`src/rtl/decode_stage_if.sv`:
```
// Fetch, writeback, flush and execute-side signals of the decode stage.
// The slave modport is the stage itself; the master modport is its environment.
interface decode_stage_if #(
    parameter int unsigned DATA_WIDTH   = 32,
    parameter int unsigned ADDRESS_BITS = 20,
    parameter int unsigned REG_SEL_BITS = 5
);
    logic                    in_valid;
    logic                    in_ready;
    logic [ADDRESS_BITS-1:0] PC;
    logic [31:0]             instruction;
    logic                    write;
    logic [REG_SEL_BITS-1:0] write_reg;
    logic [DATA_WIDTH-1:0]   write_data;
    logic                    flush;
    logic                    out_valid;
    logic                    out_ready;
    logic [ADDRESS_BITS-1:0] out_PC;
    logic [DATA_WIDTH-1:0]   rs1_data;
    logic [DATA_WIDTH-1:0]   rs2_data;
    logic [REG_SEL_BITS-1:0] rd;
    logic                    rd_write;
    logic [6:0]              opcode;
    logic [2:0]              funct3;
    logic [6:0]              funct7;
    logic [DATA_WIDTH-1:0]   extend_imm;
    logic [ADDRESS_BITS-1:0] branch_target;
    logic [ADDRESS_BITS-1:0] JAL_target;

    modport master (
        output in_valid, PC, instruction, write, write_reg, write_data, flush, out_ready,
        input  in_ready, out_valid, out_PC, rs1_data, rs2_data, rd, rd_write, opcode, funct3,
               funct7, extend_imm, branch_target, JAL_target
    );

    modport slave (
        input  in_valid, PC, instruction, write, write_reg, write_data, flush, out_ready,
        output in_ready, out_valid, out_PC, rs1_data, rs2_data, rd, rd_write, opcode, funct3,
               funct7, extend_imm, branch_target, JAL_target
    );
endinterface

```
`src/rtl/decode_stage.sv`:
```
// Registered decode stage: regfile read, immediate/target formation, busy-bit hazard scoreboard.
// Define WRITE_BYPASS_EN to forward same-cycle writeback data into an otherwise stalled operand.
module decode_stage #(
    parameter int unsigned CORE         = 0,
    parameter int unsigned DATA_WIDTH   = 32,
    parameter int unsigned ADDRESS_BITS = 20,
    parameter int unsigned REG_SEL_BITS = 5
) (
    input logic           clock,
    input logic           reset,
    decode_stage_if.slave bus
);
    localparam int unsigned NumRegs = 2 ** REG_SEL_BITS;

    localparam logic [6:0] OpLui    = 7'b0110111;
    localparam logic [6:0] OpAuipc  = 7'b0010111;
    localparam logic [6:0] OpJal    = 7'b1101111;
    localparam logic [6:0] OpBranch = 7'b1100011;
    localparam logic [6:0] OpStore  = 7'b0100011;
    localparam logic [6:0] OpOp     = 7'b0110011;

    if ((DATA_WIDTH != 32 && DATA_WIDTH != 64) || ADDRESS_BITS > 32 || REG_SEL_BITS > 5)
    begin : g_param_check
        $error("decode_stage core %0d: unsupported parameterisation", CORE);
    end

    typedef struct packed {
        logic [ADDRESS_BITS-1:0] pc;
        logic [DATA_WIDTH-1:0]   rs1_data;
        logic [DATA_WIDTH-1:0]   rs2_data;
        logic [REG_SEL_BITS-1:0] rd;
        logic                    rd_write;
        logic [6:0]              opcode;
        logic [2:0]              funct3;
        logic [6:0]              funct7;
        logic [DATA_WIDTH-1:0]   imm;
        logic [ADDRESS_BITS-1:0] branch_target;
        logic [ADDRESS_BITS-1:0] jal_target;
    } entry_t;

    logic                  valid_q, valid_d;
    entry_t                entry_q, entry_d, dec_entry;
    logic [NumRegs-1:0]    busy_q, busy_d;
    logic [DATA_WIDTH-1:0] regs_q [NumRegs];
    logic [DATA_WIDTH-1:0] regs_d [NumRegs];

    logic [6:0]              opc;
    logic [REG_SEL_BITS-1:0] rs1_sel, rs2_sel, rd_sel;
    logic                    use1, use2, dec_rd_write;
    logic                    wb_en, fwd1, fwd2, hazard, in_ready, accept;
    logic [31:0]             imm_i, imm_s, imm_b, imm_u, imm_j, imm_sel;

    // Field decode, hazard detection and handshake.
    always_comb begin
        opc          = bus.instruction[6:0];
        rs1_sel      = bus.instruction[15 +: REG_SEL_BITS];
        rs2_sel      = bus.instruction[20 +: REG_SEL_BITS];
        rd_sel       = bus.instruction[7 +: REG_SEL_BITS];
        use1         = !(opc == OpLui || opc == OpAuipc || opc == OpJal);
        use2         = (opc == OpBranch) || (opc == OpStore) || (opc == OpOp);
        dec_rd_write = (rd_sel != '0) && !(opc == OpBranch || opc == OpStore);
        wb_en        = bus.write && (bus.write_reg != '0);
`ifdef WRITE_BYPASS_EN
        fwd1         = wb_en && (bus.write_reg == rs1_sel);
        fwd2         = wb_en && (bus.write_reg == rs2_sel);
`else
        fwd1         = 1'b0;
        fwd2         = 1'b0;
`endif
        // The WAW term is never bypassed: the pending writer must retire first.
        hazard       = (use1 && busy_q[rs1_sel] && !fwd1) ||
                       (use2 && busy_q[rs2_sel] && !fwd2) ||
                       (dec_rd_write && busy_q[rd_sel]);
        in_ready     = (!valid_q || bus.out_ready) && !hazard && !bus.flush;
        accept       = bus.in_valid && in_ready;
    end

    always_comb begin
        imm_i = {{20{bus.instruction[31]}}, bus.instruction[31:20]};
        imm_s = {{20{bus.instruction[31]}}, bus.instruction[31:25], bus.instruction[11:7]};
        imm_b = {{19{bus.instruction[31]}}, bus.instruction[31], bus.instruction[7],
                 bus.instruction[30:25], bus.instruction[11:8], 1'b0};
        imm_u = {bus.instruction[31:12], 12'b0};
        imm_j = {{11{bus.instruction[31]}}, bus.instruction[31], bus.instruction[19:12],
                 bus.instruction[20], bus.instruction[30:21], 1'b0};
        case (opc)
            OpLui, OpAuipc: imm_sel = imm_u;
            OpJal:          imm_sel = imm_j;
            OpBranch:       imm_sel = imm_b;
            OpStore:        imm_sel = imm_s;
            default:        imm_sel = imm_i;
        endcase

        dec_entry.pc            = bus.PC;
        dec_entry.rs1_data      = fwd1 ? bus.write_data : regs_q[rs1_sel];
        dec_entry.rs2_data      = fwd2 ? bus.write_data : regs_q[rs2_sel];
        dec_entry.rd            = rd_sel;
        dec_entry.rd_write      = dec_rd_write;
        dec_entry.opcode        = opc;
        dec_entry.funct3        = bus.instruction[14:12];
        dec_entry.funct7        = bus.instruction[31:25];
        dec_entry.imm           = DATA_WIDTH'($signed(imm_sel));
        dec_entry.branch_target = bus.PC + imm_b[ADDRESS_BITS-1:0];
        dec_entry.jal_target    = bus.PC + imm_j[ADDRESS_BITS-1:0];
    end

    always_comb begin
        valid_d = valid_q;
        entry_d = entry_q;
        busy_d  = busy_q;
        regs_d  = regs_q;
        if (accept) begin
            valid_d = 1'b1;
            entry_d = dec_entry;
        end else if (bus.flush || bus.out_ready) begin
            valid_d = 1'b0;
        end
        if (wb_en) begin
            regs_d[bus.write_reg] = bus.write_data;
            busy_d[bus.write_reg] = 1'b0;
        end
        // A flushed writer will never retire, so release its destination here.
        if (bus.flush && valid_q && entry_q.rd_write) begin
            busy_d[entry_q.rd] = 1'b0;
        end
        if (accept && dec_rd_write) begin
            busy_d[rd_sel] = 1'b1;
        end
    end

    always_ff @(posedge clock or negedge reset) begin
        if (!reset) begin
            valid_q <= 1'b0;
            entry_q <= '0;
            busy_q  <= '0;
            regs_q  <= '{default: '0};
        end else begin
            valid_q <= valid_d;
            entry_q <= entry_d;
            busy_q  <= busy_d;
            regs_q  <= regs_d;
        end
    end

    assign bus.in_ready      = in_ready;
    assign bus.out_valid     = valid_q;
    assign bus.out_PC        = entry_q.pc;
    assign bus.rs1_data      = entry_q.rs1_data;
    assign bus.rs2_data      = entry_q.rs2_data;
    assign bus.rd            = entry_q.rd;
    assign bus.rd_write      = entry_q.rd_write;
    assign bus.opcode        = entry_q.opcode;
    assign bus.funct3        = entry_q.funct3;
    assign bus.funct7        = entry_q.funct7;
    assign bus.extend_imm    = entry_q.imm;
    assign bus.branch_target = entry_q.branch_target;
    assign bus.JAL_target    = entry_q.jal_target;
endmodule

```
`src/flat_wrapper.sv`:
```
// flat-port wrapper written by rule: the top's interface ports become plain ports
module decode_stage_flat 
#(
    parameter int unsigned CORE         = 0,
    parameter int unsigned DATA_WIDTH   = 32,
    parameter int unsigned ADDRESS_BITS = 20,
    parameter int unsigned REG_SEL_BITS = 5
)
  (clock, reset, bus_in_valid, bus_PC, bus_instruction, bus_write, bus_write_reg, bus_write_data, bus_flush, bus_out_ready, bus_in_ready, bus_out_valid, bus_out_PC, bus_rs1_data, bus_rs2_data, bus_rd, bus_rd_write, bus_opcode, bus_funct3, bus_funct7, bus_extend_imm, bus_branch_target, bus_JAL_target);
  decode_stage_if #(.DATA_WIDTH(DATA_WIDTH), .ADDRESS_BITS(ADDRESS_BITS), .REG_SEL_BITS(REG_SEL_BITS)) bus_i ();
  input logic clock;
  input logic reset;
  input wire logic [$bits(bus_i.in_valid)-1:0] bus_in_valid;
  input wire logic [$bits(bus_i.PC)-1:0] bus_PC;
  input wire logic [$bits(bus_i.instruction)-1:0] bus_instruction;
  input wire logic [$bits(bus_i.write)-1:0] bus_write;
  input wire logic [$bits(bus_i.write_reg)-1:0] bus_write_reg;
  input wire logic [$bits(bus_i.write_data)-1:0] bus_write_data;
  input wire logic [$bits(bus_i.flush)-1:0] bus_flush;
  input wire logic [$bits(bus_i.out_ready)-1:0] bus_out_ready;
  output wire logic [$bits(bus_i.in_ready)-1:0] bus_in_ready;
  output wire logic [$bits(bus_i.out_valid)-1:0] bus_out_valid;
  output wire logic [$bits(bus_i.out_PC)-1:0] bus_out_PC;
  output wire logic [$bits(bus_i.rs1_data)-1:0] bus_rs1_data;
  output wire logic [$bits(bus_i.rs2_data)-1:0] bus_rs2_data;
  output wire logic [$bits(bus_i.rd)-1:0] bus_rd;
  output wire logic [$bits(bus_i.rd_write)-1:0] bus_rd_write;
  output wire logic [$bits(bus_i.opcode)-1:0] bus_opcode;
  output wire logic [$bits(bus_i.funct3)-1:0] bus_funct3;
  output wire logic [$bits(bus_i.funct7)-1:0] bus_funct7;
  output wire logic [$bits(bus_i.extend_imm)-1:0] bus_extend_imm;
  output wire logic [$bits(bus_i.branch_target)-1:0] bus_branch_target;
  output wire logic [$bits(bus_i.JAL_target)-1:0] bus_JAL_target;
  assign bus_i.in_valid = bus_in_valid;
  assign bus_i.PC = bus_PC;
  assign bus_i.instruction = bus_instruction;
  assign bus_i.write = bus_write;
  assign bus_i.write_reg = bus_write_reg;
  assign bus_i.write_data = bus_write_data;
  assign bus_i.flush = bus_flush;
  assign bus_i.out_ready = bus_out_ready;
  assign bus_in_ready = bus_i.in_ready;
  assign bus_out_valid = bus_i.out_valid;
  assign bus_out_PC = bus_i.out_PC;
  assign bus_rs1_data = bus_i.rs1_data;
  assign bus_rs2_data = bus_i.rs2_data;
  assign bus_rd = bus_i.rd;
  assign bus_rd_write = bus_i.rd_write;
  assign bus_opcode = bus_i.opcode;
  assign bus_funct3 = bus_i.funct3;
  assign bus_funct7 = bus_i.funct7;
  assign bus_extend_imm = bus_i.extend_imm;
  assign bus_branch_target = bus_i.branch_target;
  assign bus_JAL_target = bus_i.JAL_target;
  decode_stage #(.CORE(CORE), .DATA_WIDTH(DATA_WIDTH), .ADDRESS_BITS(ADDRESS_BITS), .REG_SEL_BITS(REG_SEL_BITS)) u_core (.clock(clock), .reset(reset), .bus(bus_i));
endmodule
```
`config.mk`:
```
export PLATFORM = sky130hd
export DESIGN_NAME = decode_stage_flat
export DESIGN_NICKNAME = d
export VERILOG_FILES = /design/src/rtl/decode_stage_if.sv /design/src/rtl/decode_stage.sv /design/src/flat_wrapper.sv
export SDC_FILE = /design/constraint.sdc
export NUM_CORES = 2
export LEC_CHECK = 0
export CAP_MARGIN = 10
export CORE_MARGIN = 1
export CORE_UTILIZATION = 44
export CTS_BUF_LIST = sky130_fd_sc_hd__clkbuf_16
export CTS_CLUSTER_DIAMETER = 80
export DETAILED_ROUTE_END_ITERATION = 16
export GPL_TIMING_DRIVEN = 0
export SETUP_SLACK_MARGIN = 0.15
export SYNTH_ARGS = -nofsm -noshare
export SYNTH_HDL_FRONTEND = slang
export SYNTH_SLANG_ARGS = --single-unit
```
`constraint.sdc`:
```
create_clock -name clock -period 2.9 [get_ports clock]
set_input_delay 0.435 -clock clock [delete_from_list [all_inputs] [get_ports clock]]
set_output_delay 0.435 -clock clock [all_outputs]
set_load 0.01 [all_outputs]
```
# After elaboration in Yosys (flattened, before gate mapping)
# Index checks and enable logic that the tools add are counted.
# op_classes
n_addsub	2
magnitude_cmp	12
eq_ne	6
mux	27
n_bitwise	8
n_reduce_logical	32
# ops
operator	count
1024-bit bitwise mux	1
32-bit binary-select mux with 5-bit select	2
32-bit two-way mux	8
32-bit demux with 5-bit select	1
31-bit case mux with 4 select lines	1
32-bit AND	2
32-bit inverter	2
20-bit adder	2
32-bit bitwise OR	1
5-bit by 6-bit < comparator with 1-bit output (second input constant)	5
7-bit by 6-bit equality test with 1-bit output (second input constant)	3
6-bit >= comparator (second input constant)	3
5-bit inverter with 6-bit output	3
1-bit binary-select mux with 5-bit select	3
1-bit demux with 5-bit select	3
5-bit by 1-bit >= comparator with 1-bit output (second input constant)	3
1-bit logical AND	15
7-bit equality test (second input constant)	2
5-bit nonzero test	2
1-bit logical OR	8
1-bit two-way mux	8
7-bit by 5-bit equality test with 1-bit output (second input constant)	1
6-bit by 1-bit < comparator with 1-bit output (second input constant)	1
1-bit logical NOT	5
2 further kinds	2
# word_totals
regBits	1236
inputBits	95
wordCells	132

# Longest topological paths before layout
# logic_depth
ltp_word	13
mapped_depth	12

# Worst setup path after synthesis
# OpenSTA, ideal clock, no wires.
# synth_path
kind	input-to-reg
start	input bus_instruction[20]
end	register u_core.entry_q (netlist bit u_core.bus.rs2_data[0])
setup_time_ns	0.125
arrival_ns	3.188
path_slack_ns	-0.413
path_stages	8
path_cell_list	buf_2 buf_2 clkbuf_1 buf_1 mux4_2 mux4_2 mux2_2 mux2_2
# synth_via
elab_chain_cells	9
word_cells_on_any_way	13
# synth_rtl
element	line_no	text
start, declared	flat_wrapper.sv:15	input wire logic [$bits(bus_i.instruction)-1:0] bus_instruction;
1-bit binary-select mux with 5-bit select	decode_stage.sv:72	(use2 && busy_q[rs2_sel] && !fwd2) ||
1-bit two-way mux (implied by the code)	decode_stage.sv:72	
1-bit logical AND	decode_stage.sv:72	
1-bit logical OR	decode_stage.sv:71	hazard = (use1 && busy_q[rs1_sel] && !fwd1) ||
1-bit logical OR	decode_stage.sv:72	
1-bit logical NOT	decode_stage.sv:74	in_ready = (!valid_q || bus.out_ready) && !hazard && !bus.flush;
1-bit logical AND (2 in series)	decode_stage.sv:74	
1-bit logical AND	decode_stage.sv:75	accept = bus.in_valid && in_ready;
end signal, assigned	decode_stage.sv:139	entry_q <= entry_d;
end, declared	decode_stage.sv:42	entry_t entry_q, entry_d, dec_entry;
# Several ways; a longest one is shown, not always the timed one. The select of a mux whose other input is x is not followed.
# A chain may end at the register's enable or synchronous reset.

# Final worst setup path
# layout_path
start	input bus_instruction[23]
end	output bus_in_ready
# layout_via
elab_chain_cells	8
# layout_rtl
element	line_no	text
1-bit binary-select mux with 5-bit select	decode_stage.sv:72	
1-bit two-way mux (implied by the code)	decode_stage.sv:72	
1-bit logical AND	decode_stage.sv:72	
1-bit logical OR	decode_stage.sv:71	
1-bit logical OR	decode_stage.sv:72	
1-bit logical NOT	decode_stage.sv:74	
1-bit logical AND (2 in series)	decode_stage.sv:74	
end, declared	flat_wrapper.sv:21	output wire logic [$bits(bus_i.in_ready)-1:0] bus_in_ready;
# Every way passes these cells. The select of a mux whose other input is x is not followed.

==> results_dict.tcl <==
set metrics [dict create \
    num_rows 140 \
    io_buffers 273 \
    postSynthAreaPerCell_sq_um 15.8 \
    synth-edff-count 0 \
    ys_seq_area_share_pct 47.6 \
    grt_pass1_wl_mm 321 \
    finalInstanceArea_sq_um 78300 \
    power.share.clock_pct 30.3 \
    tightest_slew_ns 1.34 \
    ys_ff_latch 1233 \
    dpl.hpwl_mm 151 \
    fin_skew_ns 0.0274 \
    syn_inst 4101 \
    final_nets 4781 \
    crit_fanout 9 \
    outcome "complete, but fails checks" \
    gr-total-overflow 0 \
    htreeDepth 4 \
    reg2reg_depth 14 \
    cp-end-kind "output pin" \
    setup_slack_ns -0.772 \
    rsz0062_at_grt "yes" \
    drt_iter0_markers 4209 \
    synth_area_sq_um 64800 \
    routed_wl_mm 224 \
    routedWlPerCell_um 33.5 \
    grt_pass1_vias 43300 \
    violations "hold timing, setup timing" \
    grt_max_degree 174 \
    die_y_um 386 \
    finalSetupViolCount 209 \
    final_layout_size_suffix_gt1_share_pct 51.2 \
    worstSetupStartpointType "input port" \
    crit_path_top_delay_cell "clkdlybuf4s15_1" \
    yosys_warnings 0 \
    numCtsBuffers 144 \
    p_int_w 0.0401 \
    fin_util_pct 53.6 \
    slew_headroom_pct 10.6 \
    finalCritPeriodShare_pct 127 \
    gp_congestion 0.917 \
    power_density_nw_per_um2 720 \
    track_usage_pct 30.7 \
    hold_violations 150 \
    start_util_pct 44.4 \
    cts.sinks 1233 \
    cts-root-buf "clkbuf_16" \
    drc 0 \
    clk_path_buf_depth 3 \
    r2r-start "u_core.busy_q[21]" \
    arrival_ns 3.24 \
    reg2reg_slack_ns -0.73 \
    path_buf_inv 5 \
    antenna_found_initial 11 \
    fin_crit_ns 3.67 \
    ys_dominant_reg_cell "dfrtp_1" \
    core-area_sq_um 146000 \
    io_pins 276 \
    die_w_um 386 \
    hp-class "input port to asynchronous set/reset pin" \
    fillers 12000 \
    p_switching_w 0.0162 \
    p_total_w 0.0563 \
    p_leak_nw 33.3 \
    dr.pass1.iters 5 \
    drv_slew 0 \
    dieArea_sq_um 149000 \
    synthArstFlopShare_pct 100 \
    crit_required_ns 2.47 \
    post_dp_cell_area_sq_um 70800 \
    r2r_end "u_core.bus.branch_target[9]" \
    pre_cts_ws_ns -2.68 \
    slowest_delay_ns 0.82 \
    maxCapViolCount 0 \
    tritoncts "built" \
    multi_input_area_sq_um 33100 \
    ir_worst_vdd_uv 497 \
    path_class "input port to output pin" \
    area_growth_pct 20.7 \
    power_frac_comb_pct 27.5 \
    vias_per_cell 6.34 \
    regArea_sq_um 30900 \
    num_vias 42400 \
    fin_hold_ws_ns -0.266 \
    switching_share_pct 28.8 \
    cp_top_family "buffers and inverters" \
    crit_path_cell_trace "clkdlybuf4s50_1 > clkdlybuf4s15_1 > mux4_2 > mux2i_2 > o22ai_2 > clkbuf_8 > clkbuf_16 > nor4_4 > buf_2" \
    fmax_ghz 0.272 \
    synth_cell_types 61 \
    p_seq_share_pct 42.2 \
    syn_nets 4228 \
    cts.clk_slew.worst_paths_ns 0.06 \
    ant_nets 0 \
    clock_latency_ns 0.81 \
]
-- synth_stat cells (6+ instances only) --
cell type  instances  area, sq um
dfrtp_1         1233        30900
mux2_2          1200        13500
mux4_2           660        14900
clkbuf_1         320         1200
buf_1             94          353
o21ai_0           66          330
a21oi_1           49          245
nand2_1           48          180
nor2_1            40          150
ha_1              30          375
inv_1             28          105
mux2i_1           28          280
nand3_1           25          125
nor2b_1           22          138
buf_2             20          100
o31ai_1           19          143
o211ai_1          17          128
o41ai_2           17          277
nor3_1            14         70.1
xnor2_1           14          123
o311ai_0          11         96.3
nand2b_1          10         62.6
xor2_1            10         87.6
a211oi_1           9         67.6
or3_1              9         56.3
mux2_1             8         90.1
a21o_1             7         52.6
and3_1             7         43.8
buf_6              6         67.6
-- state kept, by name (all words and copies together), names as in the netlist --
name                      count
u_core.bus.out_PC            19
u_core.bus.extend_imm        32
u_core.bus.rs2_data          32
u_core.bus.out_valid          1
u_core.bus.branch_target     19
u_core.bus.funct3             3
u_core.bus.rd_write           1
u_core.bus.opcode             7
u_core.regs_q              1024
u_core.bus.rs1_data          32
u_core.bus.rd                 5
u_core.busy_q                32
u_core.bus.JAL_target        20
u_core.bus.funct7             6
-- what timing repair did --
| item | 4_1_cts | 5_1_grt |
|---|---|---|
| setup endpoints to repair | 446 | 352 |
| gates resized for setup | 392 | 78 |
| buffers inserted | 61 | 7 |
| endpoints found under the hold margin | 150 | 150 |
| pin swaps | 6 | 8 |
| gates cloned | 22 | 1 |
-- power by group through the flow --
stage          Clock (W)  Combinational, W  Sequential (W)
5_1_grt           0.0180            0.0164          0.0243
3_5_place_dp           0            0.0141          0.0240
6_report          0.0171            0.0155          0.0238
2_1_floorplan          0           0.00851          0.0236
3_3_place_gp           0            0.0137          0.0239
4_1_cts           0.0173            0.0153          0.0237
-- layer usage --
layer	routed length, um	vias up	global-route usage (%)
met5	81	-	0
met4	9550	12	12.5
met3	17400	464	7.77
met2	104000	1776	46.9
met1	93400	23000	41.7
li1	-	17100	-
-- layout make-up --
| class | count | area share, % |
|---|---|---|
| sequential | 1233 | 39.4 |
| clock inverter | 112 | 0.801 |
| multi-input combinational | 2396 | 42.3 |
| tap | 1917 | 3.06 |
| antenna | 3 | 0.00959 |
| buffer | 443 | 3.10 |
| timing repair buffer | 408 | 6.46 |
| inverter | 28 | 0.134 |
| clock buffer | 148 | 4.73 |
-- worst max path at each step --
stage / start / end / slack [ns] / cells past startpoint
2_1_floorplan: bus_instruction[15] / u_core.bus.JAL_target[0] / -0.24 / 12
3_3_place_gp: reset / u_core.regs_q[49] / -56.72 / 1
3_5_place_dp: bus_instruction[21] / u_core.bus.rs2_data[25] / -2.68 / 8
4_1_cts: u_core.busy_q[23] / bus_in_ready / -0.70 / 8
5_1_grt: u_core.busy_q[21] / u_core.bus.JAL_target[17] / -0.79 / 14
6_report: bus_instruction[23] / bus_in_ready / -0.77 / 9
-- per-stage QoR --
stage / std cells / setup TNS (ns)
final: 6688 / -115.96
after global routing: 6685 / -126.41
after CTS: 6665 / -101.26
after detailed placement: 6323 / -848.55
after global placement: 6291 / -
after floorplan: 4101 / -27.52
-- kinds of logic after synthesis --
kind of cell / Yosys count / synth area share [%]
muxes: 1896 / 44.4
DFF: 1233 / 47.6
buffers and inverters: 472 / 2.86
AOI/OAI and AO/OA: 237 / 2.59
and+or+nand+nor: 207 / 1.63
adders and majority gates: 32 / 0.641
xor gates and xnor gates: 24 / 0.324
-- placed cells by master (no fill, tap or decap), drive strengths merged, types with 11 or more instances in the layout --
master,n
nand2,48
inv,66
mux4,660
xnor2,14
o311ai,11
clkbuf,471
o211ai,17
o31ai,19
mux2i,28
o41ai,17
nor2,41
mux2,1208
nor3,14
buf,252
ha,30
o21ai,66
dfrtp,1233
nor2b,22
nand3,25
clkinv,69
clkdlybuf4s50,269
a21oi,49
(Power assumes the default switching activity.)
